[config.mk]
export PLATFORM = sky130hd
export DESIGN_NAME = bpred_table
export DESIGN_NICKNAME = d
export VERILOG_FILES = /design/src/rtl/bpred_pkg.sv /design/src/rtl/bpred_cnt_next.sv /design/src/rtl/bpred_table.sv
export SDC_FILE = /design/constraint.sdc
export NUM_CORES = 1
export LEC_CHECK = 0
export ABC_CLOCK_PERIOD_IN_PS = 10300
export CAP_MARGIN = 20
export CORE_MARGIN = 5
export CORE_UTILIZATION = 45
export CTS_BUF_LIST = sky130_fd_sc_hd__clkbuf_4 sky130_fd_sc_hd__clkbuf_8 sky130_fd_sc_hd__clkbuf_16
export CTS_CLUSTER_SIZE = 28
export DETAILED_ROUTE_END_ITERATION = 10
export PLACE_DENSITY = 0.69
export SETUP_SLACK_MARGIN = 0.2
export SYNTH_ARGS = -nofsm -noshare
export SYNTH_HDL_FRONTEND = slang
export SYNTH_SLANG_ARGS = --single-unit
[constraint.sdc]
create_clock -name CLK -period 10.3 [get_ports CLK]
set_input_delay 2.06 -clock CLK [delete_from_list [all_inputs] [get_ports CLK]]
set_output_delay 2.06 -clock CLK [all_outputs]
set_load 0.01 [all_outputs]
[src/rtl/bpred_pkg.sv]
// Shared pattern-history-table types: update-mode enum, weak-state helpers, counter type.
package bpred_pkg;

    typedef enum logic {
        BPRED_SAT  = 1'b0,
        BPRED_HYST = 1'b1
    } bpred_mode_e;

    localparam int BPRED_CNT_W = 2;
    typedef logic [BPRED_CNT_W-1:0] bpred_cnt_t;

    // Weak-taken is the smallest value whose MSB is set; weak-not-taken sits just below it.
    function automatic int bpred_weak_taken(input int cnt_w);
        return 1 << (cnt_w - 1);
    endfunction

    function automatic int bpred_weak_ntaken(input int cnt_w);
        return (1 << (cnt_w - 1)) - 1;
    endfunction

endpackage

[src/rtl/bpred_cnt_next.sv]
// Combinational next-state of one saturating counter (plain or hysteresis update).
module bpred_cnt_next
    import bpred_pkg::*;
#(
    parameter int CNT_W = 2,
    parameter int MODE  = 0
) (
    input  logic [CNT_W-1:0] cnt_i,
    input  logic             taken_i,
    output logic [CNT_W-1:0] cnt_o
);
    localparam bit               HYST   = (MODE == int'(BPRED_HYST));
    localparam logic [CNT_W-1:0] CNT_MAX = '1;
    localparam logic [CNT_W-1:0] WT      = CNT_W'(bpred_weak_taken(CNT_W));
    localparam logic [CNT_W-1:0] WN      = CNT_W'(bpred_weak_ntaken(CNT_W));

    always_comb begin
        cnt_o = cnt_i;
        // A mispredict from a weak state flips straight to the opposite strong state.
        if (HYST && taken_i && (cnt_i == WN)) begin
            cnt_o = CNT_MAX;
        end else if (HYST && !taken_i && (cnt_i == WT)) begin
            cnt_o = '0;
        end else if (taken_i && (cnt_i != CNT_MAX)) begin
            cnt_o = cnt_i + CNT_W'(1);
        end else if (!taken_i && (cnt_i != '0)) begin
            cnt_o = cnt_i - CNT_W'(1);
        end
    end

endmodule

[src/rtl/bpred_table.sv]
// Pattern-history table: zero-latency lookup, one trained entry per cycle, no bypass.
// Optional gshare history hashing when BPRED_GSHARE_EN is defined.
module bpred_table
    import bpred_pkg::*;
#(
    parameter int IDX_W = 6,
    parameter int CNT_W = 2,
    parameter int MODE  = 0
) (
    input  logic             CLK,
    input  logic             RST,
    input  logic [IDX_W-1:0] pred_idx,
    output logic             pred_taken,
    output logic             pred_strong,
    output logic [IDX_W-1:0] pred_ghr,
    input  logic             upd_en,
    input  logic [IDX_W-1:0] upd_idx,
    input  logic [IDX_W-1:0] upd_ghr,
    input  logic             upd_taken
);
    localparam int DEPTH = 1 << IDX_W;

    logic [CNT_W-1:0] tbl_q [DEPTH];
    logic [IDX_W-1:0] eff_p;
    logic [IDX_W-1:0] eff_u;
    logic [CNT_W-1:0] cnt_p;
    logic [CNT_W-1:0] cnt_d;

`ifdef BPRED_GSHARE_EN
    logic [IDX_W-1:0] ghr_q;
    logic [IDX_W-1:0] ghr_d;

    assign ghr_d = {ghr_q[IDX_W-2:0], upd_taken};

    always_ff @(posedge CLK or posedge RST) begin
        if (RST) begin
            ghr_q <= '0;
        end else if (upd_en) begin
            ghr_q <= ghr_d;
        end
    end

    // Training uses the history captured at prediction time, not the live GHR.
    assign eff_p    = pred_idx ^ ghr_q;
    assign eff_u    = upd_idx ^ upd_ghr;
    assign pred_ghr = ghr_q;
`else
    logic [IDX_W-1:0] unused_upd_ghr;

    assign unused_upd_ghr = upd_ghr;
    assign eff_p          = pred_idx;
    assign eff_u          = upd_idx;
    assign pred_ghr       = '0;
`endif

    assign cnt_p       = tbl_q[eff_p];
    assign pred_taken  = cnt_p[CNT_W-1];
    assign pred_strong = (cnt_p == '0) || (cnt_p == '1);

    bpred_cnt_next #(
        .CNT_W (CNT_W),
        .MODE  (MODE)
    ) u_cnt_next (
        .cnt_i   (tbl_q[eff_u]),
        .taken_i (upd_taken),
        .cnt_o   (cnt_d)
    );

    always_ff @(posedge CLK or posedge RST) begin
        if (RST) begin
            for (int i = 0; i < DEPTH; i++) begin
                tbl_q[i] <= '0;
            end
        end else if (upd_en) begin
            tbl_q[eff_u] <= cnt_d;
        end
    end

endmodule

# [Word-level counts from Yosys, hierarchy flattened]
# Index checks and enable logic that the tools add are counted.
[word_totals] in_bits=22 regBits=128 out_inout_bits=8
[op_classes] n_reduce_logical=7 n_eq_ne=2 bitwise_logic=2 muxes=11 add_sub_neg=2 n_lt_le_gt_ge=3
[ops] op="$bwmux 128" count=1
[ops] op="$bmux 2 s6" count=2
[ops] op="$ge 7x7->1 const B" count=2
[ops] op="$mux 2" count=7
[ops] op="$not 6->7" count=2
[ops] op="$demux 2 s6" count=1
[ops] op="$lt 7x1->1 const B" count=1
[ops] op="$logic_and 1x1->1" count=3
[ops] op="$add 2x1->2 const B" count=1
[ops] op="$eq 2x2->1 const B" count=1
[ops] op="$logic_not 2->1" count=1
[ops] op="$ne 2x2->1 const B" count=1
[ops] op="$reduce_bool 2->1" count=1
[ops] op="$sub 2x1->2 const B" count=1
[ops] op="$logic_not 1->1" count=1
[ops] op="$logic_or 1x1->1" count=1

# [Longest topological paths before layout]
[depth] word_depth=9 mapped_depth=21 depth_no_buf=13

# [Modules after synthesis]
# From an unflattened synthesis, not the netlist that was laid out.
[unflattened] cells_unflattened=601 hier_area_um2=7449.6
[by_module_without_submodules] module="bpred_table" seq_area_each_um2=3203.1 area_each_um2=7389.6 instances=1 cells_per_inst=594
[by_module_without_submodules] module="bpred_cnt_next" seq_area_each_um2=0.0 area_each_um2=60.1 instances=1 cells_per_inst=7

# [Worst setup path before layout]
# No wires, ideal clock.
[synth_path] path_kind="input -> output" start="in pred_idx[0]" end="out pred_strong" t_arrival_ns=4.549 path_stages=6 slack_ns=3.691 t_required_ns=8.240 path_cell_list="clkbuf_1 -> buf_1 -> mux4_2 -> mux4_2 -> mux4_2 -> xnor2_1"
[synth_via] elab_chain_cells=6 word_cells_on_any_way=7 cone_classes="1 x eq/ne; 3 x mux; 1 x bitwise; 2 x reduce/logical"
[synth_lines] item="start: declaration" line_no="bpred_table.sv:12" text="input logic [IDX_W-1:0] pred_idx,"
[synth_lines] item="$not 6->7 (implied by the code) *" line_no="bpred_table.sv:56" text="assign cnt_p = tbl_q[eff_p];"
[synth_lines] item="$bmux 2 s6 *" line_no="bpred_table.sv:56"
[synth_lines] item="$mux 2 (implied by the code) * (2 in series)" line_no="bpred_table.sv:56"
[synth_lines] item="$eq 2x2->1 / $logic_not 2->1 (equally long branches)" line_no="bpred_table.sv:58" text="assign pred_strong = (cnt_p == '0) || (cnt_p == '1);"
[synth_lines] item="$logic_or 1x1->1 *" line_no="bpred_table.sv:58"
[synth_lines] item="end: declaration" line_no="bpred_table.sv:14" text="output logic pred_strong,"
# Mark *: on every way between the ends. The rest lies on a longest branch, timed or not. The select of a mux whose other input is x is not followed.

# [Worst setup path after layout]
[layout_path] start="in upd_idx[1]" end="reg tbl_q[23] (netlist bit)"
[layout_via] elab_chain_cells=9 word_cells_on_any_way=18 cone_classes="2 x add/sub; 2 x order compare; 1 x eq/ne; 8 x mux; 1 x bitwise; 4 x reduce/logical"
[layout_lines] item="start: declaration" line_no="bpred_table.sv:17" text="input logic [IDX_W-1:0] upd_idx,"
[layout_lines] item="$not 6->7 (implied by the code) *" line_no="bpred_table.sv:64, bpred_table.sv:75"
[layout_lines] item="branches (longest 7 deep; another with $sub 2x1->2)"
[layout_lines] item="$bwmux 128 *" line_no="bpred_table.sv:75" text="tbl_q[eff_u] <= cnt_d;"
[layout_lines] item="end signal: indexed assignment" line_no="bpred_table.sv:75"
[layout_lines] item="end: declaration" line_no="bpred_table.sv:23" text="logic [CNT_W-1:0] tbl_q [DEPTH];"
# Mark *: on every way between the ends. The select of a mux whose other input is x is not followed.
# A chain may end at the register's enable or synchronous reset.

==> flow_metrics.tcl <==
set metrics [dict create \
    cp.required_ns 10.61 \
    slew_violations 0 \
    status "finished clean" \
    ctsHoldBuffers 0 \
    vias 8223 \
    antenna_left 0 \
    crit_fanout 44 \
    fin_crit_ns 7.77 \
    grt_usage_pct 26.8 \
    r2r_start "tbl_q[8]" \
    ios 30 \
    finalHoldWorstSlack_ns 0.494 \
    syn-cell-area_um2 8570 \
    top_register "tbl_q" \
    reg2reg_to "tbl_q[23]" \
    syn_to_final_growth_pct 9.46 \
    grt_pass1_vias 7734 \
    largestRegisters "tbl_q: 128 flops" \
    power.leakage_nw 3.77 \
    cp_slowest_stage_delay_ns 1.07 \
    synthTopCellsByArea "dfrtp_1 37%, mux4_2 12%, nor2_1 8.2%" \
    worstMarginPinSlew_ns 1.11 \
    min_from "tbl_q[88]" \
    yosys.cell_types.count 50 \
    skew_ns 0.00901 \
    postSynthCellCount 990 \
    totalWireLength_um 29200 \
    synth.most_common_cell "nor2_1" \
    grt_max_degree 68 \
    cp-start-kind "input pin" \
    fmax_mhz 129 \
    drc 0 \
    start_util_pct 45.8 \
    cts.reportedPaths.clkPinSlew_ns 0.06 \
    endpoint_kind "flop" \
    wire_per_inst_um 24.2 \
    numCtsBuffers 17 \
    synth_top_area_cell "dfrtp_1" \
    ys.flop_type "dfrtp_1" \
    drt-initial-drc-count 1129 \
    slowest_stage "or4_2" \
    arrival_ns 8.07 \
    hpwl_um 17900 \
    hold_class "reg2reg" \
    ys_seq_area_share_pct 37.4 \
    h-tree-depth 4 \
    grt_pass1_wl_um 45200 \
    rows 50 \
    place_congestion 0.974 \
    antenna_cells 0 \
    critPathMostFrequentCell "buf_4" \
    drive_gt1_share_pct 13.9 \
    cts.path.max_buffers 2 \
    finalSetupTns_ns 0 \
    largest_reg_flops 128 \
    viasPerCell 6.82 \
    rsz0062_at_grt "no" \
    clk_latency_ns 0.44 \
    hold_viol 0 \
    maxSlewHeadroom_pct 25.7 \
    critPathKind "in2reg" \
    syn_avg_cell_area_um2 8.65 \
    rr_worst_depth 14 \
    cts_tree "done" \
    worstPathCellList "clkdlybuf4s50_1 -> buf_4 -> nor2_1 -> a221oi_1 -> o22ai_1 -> and2_1 -> or4_2 -> nor2_2 -> inv_1 -> ha_1 -> nand2b_1 -> o21ai_0 -> a41oi_1 -> nor2_4 -> buf_4 -> a21oi_1" \
    post_cts_resized 0 \
    chipHeight_um 148 \
    synth-warning-count 0 \
    fin_nets 984 \
    synth_top_area_share_pct 37.4 \
    vdd_drop_max_uv 119 \
    io_buffers 17 \
    setup_viol 0 \
    cellPowerDensity_nw_per_um2 194 \
    fp.coreArea_um2 18700 \
    fill_cells 1689 \
    cts_setup_buffers 0 \
    whs_endpoint "tbl_q[88]" \
    clock-sinks 128 \
    timing.final.crit_share_pct 75.4 \
    antenna_found_initial 0 \
    min_path_cells 2 \
    postSynth.asyncResetShare_pct 100 \
    cts-root-buf "clkbuf_16" \
    ys_ff_latch 128 \
    maxCapViolCount 0 \
    firstDrtPassIters 6 \
    synth-edff-count 0 \
    reg2reg_slack_ns 5.17 \
    fp.dieW_um 148 \
    die-area_um2 21900 \
    overflow 0 \
    synthTopCellsByCount "188 x nor2_1, 128 x dfrtp_1, 106 x nand2_1, 65 x nand4_1, 62 x a21oi_1" \
]
## worst max-delay path: cells and delay by family
| kind | cells | cell delay (ns) |
|---|---|---|
| AOI/OAI and AO/OA | 5 | 0.92 |
| buffers and inverters | 4 | 1.87 |
| and+or+nand+nor | 6 | 2.92 |
| adders and majority gates | 1 | 0.24 |
## power breakdown
| group | switching [W] | leakage [nW] | internal (W) |
|---|---|---|---|
| combinational | 0.000278 | 1.86 | 0.000199 |
| clock | 0.000232 | 0.308 | 0.000410 |
| sequential | 0.0000926 | 1.60 | 0.000610 |
## layout make-up
cell class              instances  area [µm²]  area share (%)
multi-input cells             751        4880            52.0
flip-flops and latches        128        3200            34.2
clock buffers                  25         504            5.38
well taps                     234         293            3.12
repair buffers                 34         288            3.07
inverters                      28         108            1.15
clock inverters                 6         105            1.12
## cell usage in the layout, fill, tap and decap left out, types with 3 or more instances in the layout
cell | Yosys | routed
o21a_1 | 3 | 3
clkinv_2 | 0 | 3
nor3b_1 | 4 | 4
buf_4 | 6 | 17
bufinv_16 | 0 | 3
a21oi_1 | 62 | 62
o21ai_0 | 47 | 47
nand4_1 | 65 | 65
mux2_2 | 18 | 18
and2_1 | 4 | 4
mux4_2 | 45 | 45
a221oi_1 | 12 | 12
o22ai_1 | 3 | 3
dfrtp_1 | 128 | 128
a31oi_1 | 3 | 3
nand2_1 | 106 | 106
nor3_2 | 0 | 3
clkbuf_8 | 0 | 3
clkbuf_4 | 0 | 5
nor2_1 | 188 | 186
conb_1 | 1 | 6
mux2i_1 | 22 | 21
and3_1 | 3 | 3
inv_1 | 28 | 27
a21oi_2 | 10 | 10
clkbuf_16 | 0 | 17
a22oi_1 | 12 | 12
o221ai_1 | 22 | 22
or3_1 | 23 | 23
clkdlybuf4s50_1 | 0 | 15
nor2b_1 | 8 | 8
nand3_1 | 56 | 56
## routing by layer
layer | global-route usage, % | part of all wire [%]
met2 | 40.1 | 45
met1 | 35.1 | 38
met3 | 8.77 | 12
met5 | 0 | 0
met4 | 13.4 | 5.1
## kinds of logic (layout without fill, tap and decap cells)
logic type / after synthesis / in the layout / synth area share [%]
buf+inv: 116 / 93 / 6.45
xor+xnor: 1 / 1 / 0.102
mux: 85 / 85 / 16.8
other cells: 1 / 6 / 0.0438
fa+ha+maj: 2 / 2 / 0.292
compound gates: 185 / 185 / 13.7
flops: 128 / 128 / 37.4
simple gates: 472 / 472 / 25.2
## per-stage QoR
step	total power, W	setup WS (ns)	instances	util (%)	area, µm²
after global routing	0.00189	2.22	1206	50.1	9380
after CTS	0.00181	2.61	1206	50.1	9380
after detailed placement	0.00117	2.16	1175	46.9	8770
after global placement	0.00116	2.28	1175	46.9	8770
after floorplan	0.00104	3.69	995	-	8590
final	0.00182	2.53	1206	50.1	9380
## how the worst max path moves through the flow
stage                             end        start  cells after the start
after floorplan           pred_strong  pred_idx[0]                      6
after global placement      tbl_q[69]   upd_idx[1]                     16
after detailed placement    tbl_q[11]   upd_idx[1]                     16
after CTS                   tbl_q[11]   upd_idx[1]                     16
after global routing         tbl_q[7]   upd_idx[1]                     16
final                       tbl_q[23]   upd_idx[1]                     16
Power figures use the tool's default switching activity.
